File: src/rtl/io_tile_config_loader_pkg.sv
// Shared state encoding and sizing for the IO tile configuration loader.
package io_tile_config_loader_pkg;

  localparam int DEFAULT_CONFIG_WIDTH = 24;

  typedef enum logic [1:0] {
    ST_IDLE   = 2'd0,
    ST_SHIFT  = 2'd1,
    ST_COMMIT = 2'd2
  } loader_state_e;

  function automatic int cnt_width(input int width);
    return (width > 1) ? $clog2(width) : 1;
  endfunction

endpackage

File: src/rtl/io_tile_config_loader_if.sv
// Serial configuration stream in, committed word and daisy-chain stream out.
interface io_tile_config_loader_if #(
  parameter int CONFIG_WIDTH = io_tile_config_loader_pkg::DEFAULT_CONFIG_WIDTH
);

  logic                    cfg_start;
  logic                    cfg_data;
  logic                    cfg_valid;
  logic                    cfg_ready;
  logic [CONFIG_WIDTH-1:0] config_out;
  logic                    cfg_done;
  logic                    chain_data;
  logic                    chain_valid;

  modport master (
    output cfg_start, cfg_data, cfg_valid,
    input  cfg_ready, config_out, cfg_done, chain_data, chain_valid
  );

  modport slave (
    input  cfg_start, cfg_data, cfg_valid,
    output cfg_ready, config_out, cfg_done, chain_data, chain_valid
  );

endinterface

File: src/rtl/io_tile_config_loader_counter.sv
// Bit counter for one configuration word; wraps at CONFIG_WIDTH-1 so it never exceeds it.
module config_bit_counter
  import io_tile_config_loader_pkg::*;
#(
  parameter  int CONFIG_WIDTH = DEFAULT_CONFIG_WIDTH,
  localparam int CNT_W        = cnt_width(CONFIG_WIDTH)
) (
  input  logic clock,
  input  logic nreset,
  input  logic clear_i,
  input  logic inc_i,
  output logic last_o
);

  localparam logic [CNT_W-1:0] LAST = CNT_W'(CONFIG_WIDTH - 1);

  logic [CNT_W-1:0] count_q, count_d;

  always_comb begin
    count_d = count_q;
    if (clear_i) begin
      count_d = '0;
    end else if (inc_i) begin
      count_d = (count_q == LAST) ? '0 : count_q + 1'b1;
    end
  end

  always_ff @(posedge clock) begin
    if (!nreset) begin
      count_q <= '0;
    end else begin
      count_q <= count_d;
    end
  end

  assign last_o = (count_q == LAST);

endmodule

File: src/rtl/io_tile_config_loader.sv
// Shifts a serial config word in, commits it atomically to the IO tile, and
// forwards displaced bits to the next tile in the daisy chain.
//
//   state     | meaning
//   ST_IDLE   | waiting for cfg_start, stream ignored
//   ST_SHIFT  | accepting bits, cfg_ready high
//   ST_COMMIT | copy shift register to config_out, pulse cfg_done
module io_tile_config_loader
  import io_tile_config_loader_pkg::*;
#(
  parameter int CONFIG_WIDTH = DEFAULT_CONFIG_WIDTH
) (
  input  logic                   clock,
  input  logic                   nreset,
  io_tile_config_loader_if.slave cfg_if
);

  loader_state_e           state_q, state_d;
  logic [CONFIG_WIDTH-1:0] sr_q, sr_d;
  logic [CONFIG_WIDTH-1:0] cfg_out_q, cfg_out_d;
  logic                    done_q, done_d;
  logic                    chain_data_q, chain_data_d;
  logic                    chain_valid_q, chain_valid_d;
  logic                    cnt_clear, cnt_inc, cnt_last;
  logic                    accept;

  config_bit_counter #(.CONFIG_WIDTH(CONFIG_WIDTH)) u_bit_counter (
    .clock   (clock),
    .nreset  (nreset),
    .clear_i (cnt_clear),
    .inc_i   (cnt_inc),
    .last_o  (cnt_last)
  );

  assign accept = cfg_if.cfg_valid && (state_q == ST_SHIFT);

  always_comb begin
    state_d       = state_q;
    sr_d          = sr_q;
    cfg_out_d     = cfg_out_q;
    done_d        = 1'b0;
    chain_data_d  = chain_data_q;
    chain_valid_d = 1'b0;
    cnt_clear     = 1'b0;
    cnt_inc       = 1'b0;
    case (state_q)
      ST_IDLE: begin
        if (cfg_if.cfg_start) begin
          state_d   = ST_SHIFT;
          cnt_clear = 1'b1;
        end
      end
      ST_SHIFT: begin
        // A restart wins over a bit arriving in the same cycle and wipes the partial word.
        if (cfg_if.cfg_start) begin
          cnt_clear = 1'b1;
          sr_d      = '0;
        end else if (accept) begin
          sr_d          = {cfg_if.cfg_data, sr_q[CONFIG_WIDTH-1:1]};
          chain_data_d  = sr_q[0];
          chain_valid_d = 1'b1;
          cnt_inc       = 1'b1;
          if (cnt_last) begin
            state_d = ST_COMMIT;
          end
        end
      end
      ST_COMMIT: begin
        cfg_out_d = sr_q;
        done_d    = 1'b1;
        state_d   = ST_IDLE;
      end
      default: begin
        state_d = ST_IDLE;
      end
    endcase
  end

  always_ff @(posedge clock) begin
    if (!nreset) begin
      state_q       <= ST_IDLE;
      sr_q          <= '0;
      cfg_out_q     <= '0;
      done_q        <= 1'b0;
      chain_data_q  <= 1'b0;
      chain_valid_q <= 1'b0;
    end else begin
      state_q       <= state_d;
      sr_q          <= sr_d;
      cfg_out_q     <= cfg_out_d;
      done_q        <= done_d;
      chain_data_q  <= chain_data_d;
      chain_valid_q <= chain_valid_d;
    end
  end

  assign cfg_if.cfg_ready   = (state_q == ST_SHIFT);
  assign cfg_if.config_out  = cfg_out_q;
  assign cfg_if.cfg_done    = done_q;
  assign cfg_if.chain_data  = chain_data_q;
  assign cfg_if.chain_valid = chain_valid_q;

endmodule

File: src/flat_wrapper.sv
// flat-port wrapper written by rule: the top's interface ports become plain ports
module io_tile_config_loader_flat import io_tile_config_loader_pkg::*;
#(
  parameter int CONFIG_WIDTH = DEFAULT_CONFIG_WIDTH
)
  (clock, nreset, cfg_if_cfg_start, cfg_if_cfg_data, cfg_if_cfg_valid, cfg_if_cfg_ready, cfg_if_config_out, cfg_if_cfg_done, cfg_if_chain_data, cfg_if_chain_valid);
  io_tile_config_loader_if #(.CONFIG_WIDTH(CONFIG_WIDTH)) cfg_if_i ();
  input  logic clock;
  input  logic nreset;
  input wire logic [$bits(cfg_if_i.cfg_start)-1:0] cfg_if_cfg_start;
  input wire logic [$bits(cfg_if_i.cfg_data)-1:0] cfg_if_cfg_data;
  input wire logic [$bits(cfg_if_i.cfg_valid)-1:0] cfg_if_cfg_valid;
  output wire logic [$bits(cfg_if_i.cfg_ready)-1:0] cfg_if_cfg_ready;
  output wire logic [$bits(cfg_if_i.config_out)-1:0] cfg_if_config_out;
  output wire logic [$bits(cfg_if_i.cfg_done)-1:0] cfg_if_cfg_done;
  output wire logic [$bits(cfg_if_i.chain_data)-1:0] cfg_if_chain_data;
  output wire logic [$bits(cfg_if_i.chain_valid)-1:0] cfg_if_chain_valid;
  assign cfg_if_i.cfg_start = cfg_if_cfg_start;
  assign cfg_if_i.cfg_data = cfg_if_cfg_data;
  assign cfg_if_i.cfg_valid = cfg_if_cfg_valid;
  assign cfg_if_cfg_ready = cfg_if_i.cfg_ready;
  assign cfg_if_config_out = cfg_if_i.config_out;
  assign cfg_if_cfg_done = cfg_if_i.cfg_done;
  assign cfg_if_chain_data = cfg_if_i.chain_data;
  assign cfg_if_chain_valid = cfg_if_i.chain_valid;
  io_tile_config_loader #(.CONFIG_WIDTH(CONFIG_WIDTH)) u_core (.clock(clock), .nreset(nreset), .cfg_if(cfg_if_i));
endmodule
File: config.mk
export PLATFORM = sky130hd
export DESIGN_NAME = io_tile_config_loader_flat
export DESIGN_NICKNAME = d
export VERILOG_FILES = /design/src/rtl/io_tile_config_loader_pkg.sv /design/src/rtl/io_tile_config_loader_if.sv /design/src/rtl/io_tile_config_loader_counter.sv /design/src/rtl/io_tile_config_loader.sv /design/src/flat_wrapper.sv
export SDC_FILE = /design/constraint.sdc
export NUM_CORES = 1
export LEC_CHECK = 0
export CAP_MARGIN = 20
export CORE_MARGIN = 5
export CORE_UTILIZATION = 30
export CTS_CLUSTER_SIZE = 14
export DETAILED_ROUTE_END_ITERATION = 12
export PLACE_DENSITY = 0.51
export SYNTH_ARGS = -nofsm -noshare
export SYNTH_HDL_FRONTEND = slang
export SYNTH_SLANG_ARGS = --single-unit
export TNS_END_PERCENT = 30
File: constraint.sdc
create_clock -name clock -period 3 [get_ports clock]
set_input_delay 0.6 -clock clock [delete_from_list [all_inputs] [get_ports clock]]
set_output_delay 0.6 -clock clock [all_outputs]
set_load 0.1 [all_outputs]
==> impl_metrics.yaml, run 1 <==
outcome:
  status: "finished, final reports clean"
timing:
  tightestPinTransition_ns: 0.8155
  tns_ns: 0
  worst_slack_ns: 1.077
  hold_slack_ns: 0.4609
  fin_skew_ns: 0.005566
  hold_viol: 0
  relSlewSlack_pct: 45.64
  slew_violations: 0
  layout_worst_path_cycle_share_pct: 64.11
  grt_setup_unrepaired: "false"
  min_period_ns: 1.923
  max_freq_ghz: 0.5199
  final-setup-viol-count: 0
critical_path:
  path_class: "in2reg"
  r2r_start: "u_core.state_q[0]$_SDFFE_PN0P_"
  worstSetupStartpoint: "cfg_if_cfg_start"
  cp.arrival_ns: 2.18
  reg2reg_to: "u_core.u_bit_counter.count_q[4]$_SDFFE_PP0P_"
  r2r_cells: 3
  reg2reg_slack_ns: 1.46
  cp_cell_sequence: "clkdlybuf4s50_1, nand4bb_1, or4b_1, a21oi_1"
  critPathCaptureType: "flop"
  slowest_delay_ns: 0.59
  cp.required_ns: 3.26
  path_max_fanout: 9
  cp_slowest_cell: "or4b_1"
  cp-start-kind: "primary input"
clock_tree:
  htreeDepth: 3
  cts_tree: "built"
  worstSkewPairLatency_ns: 0.33
  hold_buffers: 0
  clockBufferDepth: 2
  cts.clk_slew.worst_paths_ns: 0.06
  cts_made_buffers: 9
  cts.sinks: 58
  cts_resized: 0
  root_buffer: "clkbuf_8"
  cts_setup_buffers: 0
detailed_routing:
  drc: 0
  drtIter0Drc: 88
  antenna_left: 0
  vias: 1524
  drtPass1Iterations: 4
  vias_per_cell: 4.675
  wire_per_inst_um: 12.56
  routed_wl_mm: 4.093
placement:
  dp_hpwl_mm: 2.589
  port_buffers: 32
  pre_cts_ws_ns: 0.7538
  gp_congestion: 0.7615
die:
  io_pins: 33
  rows: 30
  chipHeight_um: 92.78
  dieArea_um2: 8608
  die_w_um: 92.78
  initial_core_util_pct: 30.60
  core-area_um2: 6719
synth:
  synth_area_um2: 2056
  synth-edff-count: 0
  syn_nets: 216
  yosysUniqueCellTypes: 29
  avgSynthCellArea_um2: 9.789
  synthArstFlopShare_pct: 0
  ys_warn_count: 0
  ys_ff_latch: 58
  synth_ff_type: "dfxtp_1"
  ys_seq_area_share_pct: 56.48
  syn-instance-count: 210
worst_hold_path:
  hold_depth: 2
  min_to: "u_core.cfg_if.config_out[13]$_SDFFE_PN0P_"
  hp-start: "u_core.cfg_if.config_out[13]$_SDFFE_PN0P_"
  hp-class: "reg2reg"
layout:
  syn_to_final_growth_pct: 24.28
  fill_cells: 704
  layout-drive-gt1-share_pct: 20.73
  layout_commonest_cell: "dfxtp_1"
  multiInputGateArea_um2: 813.3
  regArea_um2: 1161
  antenna_cells: 0
  nets: 248
  most-common-layout-cells: "dfxtp_1, nand2_1, buf_4"
power_and_ir_drop:
  power.clock.fraction_pct: 44.8
  switchingPower_uw: 317.6
  powerDensity_nw_per_um2: 583.0
  combinationalPowerShare_pct: 3.3
  sw_frac_of_total_pct: 21.32
  peakVddDrop_mv: 0.2474
  p_int_mw: 1.172
  pwr-share-seq_pct: 52.0
  p_leak_nw: 0.9615
global_routing:
  antenna_found_initial: 0
  grt_pass1_wl_mm: 7.031
  grt_max_degree: 29
  grtUsageTotal_pct: 10.60
  grt_pass1_vias: 1466
  grt-ovfl-total: 0
run:
  drv_cap: 0
-- registers in the layout, indices dropped and copies added (netlist names) --
signal	count
u_core.u_bit_counter.count_q	5
u_core.cfg_if.chain_data	1
u_core.state_q	2
u_core.cfg_if.cfg_done	1
u_core.cfg_if.config_out	24
u_core.cfg_if.chain_valid	1
u_core.sr_q	24
-- stage by stage --
| step | instances | instance area [µm²] | utilization [%] | power, mW |
|---|---|---|---|---|
| floorplan | 210 | 2056 | - | 0.8249 |
| CTS | 326 | 2555 | 38.03 | 1.511 |
| global route | 326 | 2555 | 38.03 | 1.558 |
| detailed placement | 311 | 2366 | 35.21 | 0.8405 |
| global placement | 311 | 2366 | 35.21 | 0.8406 |
| finish | 326 | 2555 | 38.03 | 1.490 |
-- how the worst max path moves through the flow --
stage,to,slack [ns],cells past startpoint
final,u_core.u_bit_counter.count_q[4]$_SDFFE_PP0P_,1.08,4
after global routing,u_core.u_bit_counter.count_q[4]$_SDFFE_PP0P_,1.01,4
after CTS,u_core.u_bit_counter.count_q[4]$_SDFFE_PP0P_,1.10,4
after detailed placement,u_core.u_bit_counter.count_q[4]$_SDFFE_PP0P_,0.75,4
after global placement,u_core.u_bit_counter.count_q[4]$_SDFFE_PP0P_,0.79,4
after floorplan,u_core.sr_q[10]$_SDFFE_PN0P_,1.19,4
-- synthesized netlist by cell type (2+ instances only) --
cell type	count	share of area, %
nand2_1	55	10
buf_2	7	1.7
dfxtp_1	58	56
a21oi_1	6	1.5
clkbuf_1	5	0.91
a22o_1	24	10
buf_4	2	0.73
a21boi_0	25	9.1
or4b_1	2	0.97
o21ai_0	5	1.2
inv_1	3	0.55
-- area by class of cell --
class                           instances  area share, %
Multi-Input combinational cell        134          31.83
Timing Repair Buffer                   36          10.97
Tap cell                               80          3.918
Clock inverter                          2         0.3918
Sequential cell                        58          45.45
Clock buffer                           13          7.003
Inverter                                3         0.4407
-- per-layer routing --
metal	share of wire, %	routed length, µm	track usage (%)	vias up
li1	-	-	-	789
met1	51	2077	13.68	699
met2	42	1728	14.88	30
met3	5.1	209	4.062	6
met4	1.9	78	6.227	0
met5	0	0	0	-
-- power groups by stage --
stage               Combinational, mW  Sequential [mW]  Clock (mW)
CTS                            0.0494            0.774       0.688
floorplan                      0.0322            0.793           0
global placement               0.0493            0.791           0
finish                         0.0486            0.774       0.667
global route                   0.0534            0.774       0.730
detailed placement             0.0492            0.791           0
-- critical path, delay by kind of cell --
family / cells / cell delay (ns)
AO/OA/AOI/OAI: 1 / 0.13
buffers and inverters: 1 / 0.46
AND/OR/NAND/NOR: 2 / 0.99
-- cell families (layout without fill, tap and decap cells) --
| logic type | count (synthesis) | in the layout | synth area share (%) |
|---|---|---|---|
| simple gates | 71 | 71 | 15.89 |
| flops | 58 | 58 | 56.48 |
| buf+inv | 18 | 54 | 4.077 |
| fa+ha+maj | 1 | 1 | 0.6085 |
| compound gates | 62 | 62 | 22.95 |
Power figures use the tool's default switching activity.
==> run 2: changes to the inputs <==
--- a/config.mk
+++ b/config.mk
@@ -10,7 +10,7 @@
 export CORE_UTILIZATION = 30
 export CTS_CLUSTER_SIZE = 14
 export DETAILED_ROUTE_END_ITERATION = 12
-export PLACE_DENSITY = 0.51
+export PLACE_DENSITY = 0.53
 export SYNTH_ARGS = -nofsm -noshare
 export SYNTH_HDL_FRONTEND = slang
 export SYNTH_SLANG_ARGS = --single-unit
==> constraint.sdc (replaced) <==
create_clock -name clock -period 1.7 [get_ports clock]
set_input_delay 0.34 -clock clock [delete_from_list [all_inputs] [get_ports clock]]
set_output_delay 0.34 -clock clock [all_outputs]
set_load 0.1 [all_outputs]
==> run 2 against run 1 <==
  * Utilization is 6.9 points higher
  * Setup slack worse by 0.94 ns
  * Power up 100%
  * Sequential cell count did not move
  * Count of clock-buffer cells in the layout down 2
  * Global-route usage barely moved
  * Clock skew up 0.0015 ns
  * Combinational power is 110% higher
  * Register-to-register slack worse by 1.1 ns
  * Cell count up 1.2%
  * Critical path type is now reg2out
  * Critical endpoint is now cfg_if_cfg_ready
  * Highest routed layer unchanged
==> impl_metrics.yaml, run 2 (synthesized netlist as in run 1, its figures left out) <==
timing:
  hold_viol: 0
  max_freq_ghz: 0.6393
  tightestPinTransition_ns: 0.5701
  tns_ns: 0
  slew_violations: 0
  min_period_ns: 1.564
  relSlewSlack_pct: 61.59
  grt_setup_unrepaired: "false"
  final-setup-viol-count: 0
  fin_skew_ns: 0.007031
  layout_worst_path_cycle_share_pct: 92.02
placement:
  dp_hpwl_mm: 2.726
  port_buffers: 32
  gp_congestion: 0.8141
critical_path:
  reg2reg_slack_ns: 0.33
  critPathCaptureType: "output port"
  path_max_fanout: 8
  cp-start-kind: "flop"
  cp.required_ns: 1.36
  path_class: "reg2out"
  cp.arrival_ns: 1.22
die:
  dieArea_um2: 8608
  die_w_um: 92.78
  core-area_um2: 6719
  chipHeight_um: 92.78
  initial_core_util_pct: 30.60
  io_pins: 33
  rows: 30
layout:
  most-common-layout-cells: "dfxtp_1, nand2_1, buf_12"
  regArea_um2: 1161
  layout_commonest_cell: "dfxtp_1"
  layout-drive-gt1-share_pct: 22.80
  multiInputGateArea_um2: 815.8
  antenna_cells: 0
  nets: 251
  fill_cells: 616
  syn_to_final_growth_pct: 46.80
  final_util_pct: 44.92
clock_tree:
  cts.sinks: 58
  cts_made_buffers: 9
  cts.clk_slew.worst_paths_ns: 0.06
  worstSkewPairLatency_ns: 0.33
  clockBufferDepth: 2
  cts_setup_buffers: 0
  cts_tree: "built"
  hold_buffers: 0
  htreeDepth: 3
  root_buffer: "clkbuf_8"
run:
  drv_cap: 0
global_routing:
  grt-ovfl-total: 0
  grtUsageTotal_pct: 10.60
  grt_pass1_vias: 1511
  antenna_found_initial: 0
  grt_pass1_wl_mm: 7.148
  grt_max_degree: 30
power_and_ir_drop:
  p_leak_nw: 1.087
  powerDensity_nw_per_um2: 1011
  peakVddDrop_mv: 0.5719
detailed_routing:
  vias_per_cell: 4.685
  wire_per_inst_um: 12.37
  vias: 1546
  drc: 0
  routed_wl_mm: 4.081
  antenna_left: 0
  drtIter0Drc: 70
  drtPass1Iterations: 4
worst_hold_path:
  hp-class: "reg2reg"
outcome:
  status: "finished, final reports clean"
-- run 2: cell types whose count changed in the layout (fill, tap and decap cells not counted), moves of 2 or more --
cell and change:
buf_12 +30, buf_4 -27, bufinv_16 +3, clkbuf_8 -2
-- run 2: worst paths after layout --
check,from,endpoint,cells past startpoint
max,u_core.state_q[1]$_SDFFE_PN0P_,cfg_if_cfg_ready,2
min,u_core.sr_q[4]$_SDFFE_PN0P_,u_core.cfg_if.config_out[4]$_SDFFE_PN0P_,2
max reg2reg,u_core.state_q[0]$_SDFFE_PN0P_,u_core.sr_q[3]$_SDFFE_PN0P_,4
min reg2reg,u_core.sr_q[4]$_SDFFE_PN0P_,u_core.cfg_if.config_out[4]$_SDFFE_PN0P_,2
-- run 2: what timing repair did --
item / 4_1_cts / 5_1_grt
endpoints found under the setup margin: 0 / 5
gates resized for setup: 0 / 1
endpoints found under the hold margin: 0 / 0
-- run 2: critical path: stages (launching register included) --
cell and delay (ns):
dfxtp_1 0.44, and2b_2 0.28, buf_12 0.17
-- run 2: area by class of cell --
class | count | area share, %
sequential | 58 | 38.47
multi-input combinational | 134 | 27.03
timing repair buffer | 39 | 22.47
clock buffer | 11 | 5.017
clock inverter | 5 | 3.317
tap | 80 | 3.317
inverter | 3 | 0.3731
-- run 2: through the flow --
stage	instances	hold WS [ns]	power (mW)	cell area, µm²	setup slack (ns)
after floorplan	210	0.4536	1.456	2057	0.1898
after global placement	314	0.4696	1.497	2765	-0.04292
after detailed placement	314	0.4789	1.498	2765	-0.1067
after CTS	330	0.4839	3.088	3017	0.1085
after global routing	330	0.5066	3.168	3018	0.05341
final	330	0.4837	3.050	3018	0.1357
-- run 2: where the power goes --
part	internal [mW]	total [mW]	switching, mW
sequential	1.36	1.37	0.00462
combinational	0.0434	0.100	0.0567
clock	1.05	1.58	0.535
-- run 2: layer usage --
metal	vias to the layer above	track usage (%)	wire, µm
met5	-	0	0
met4	0	7.326	75
met3	7	2.843	168
met2	31	15.18	1857
met1	711	13.74	1980
li1	797	-	-
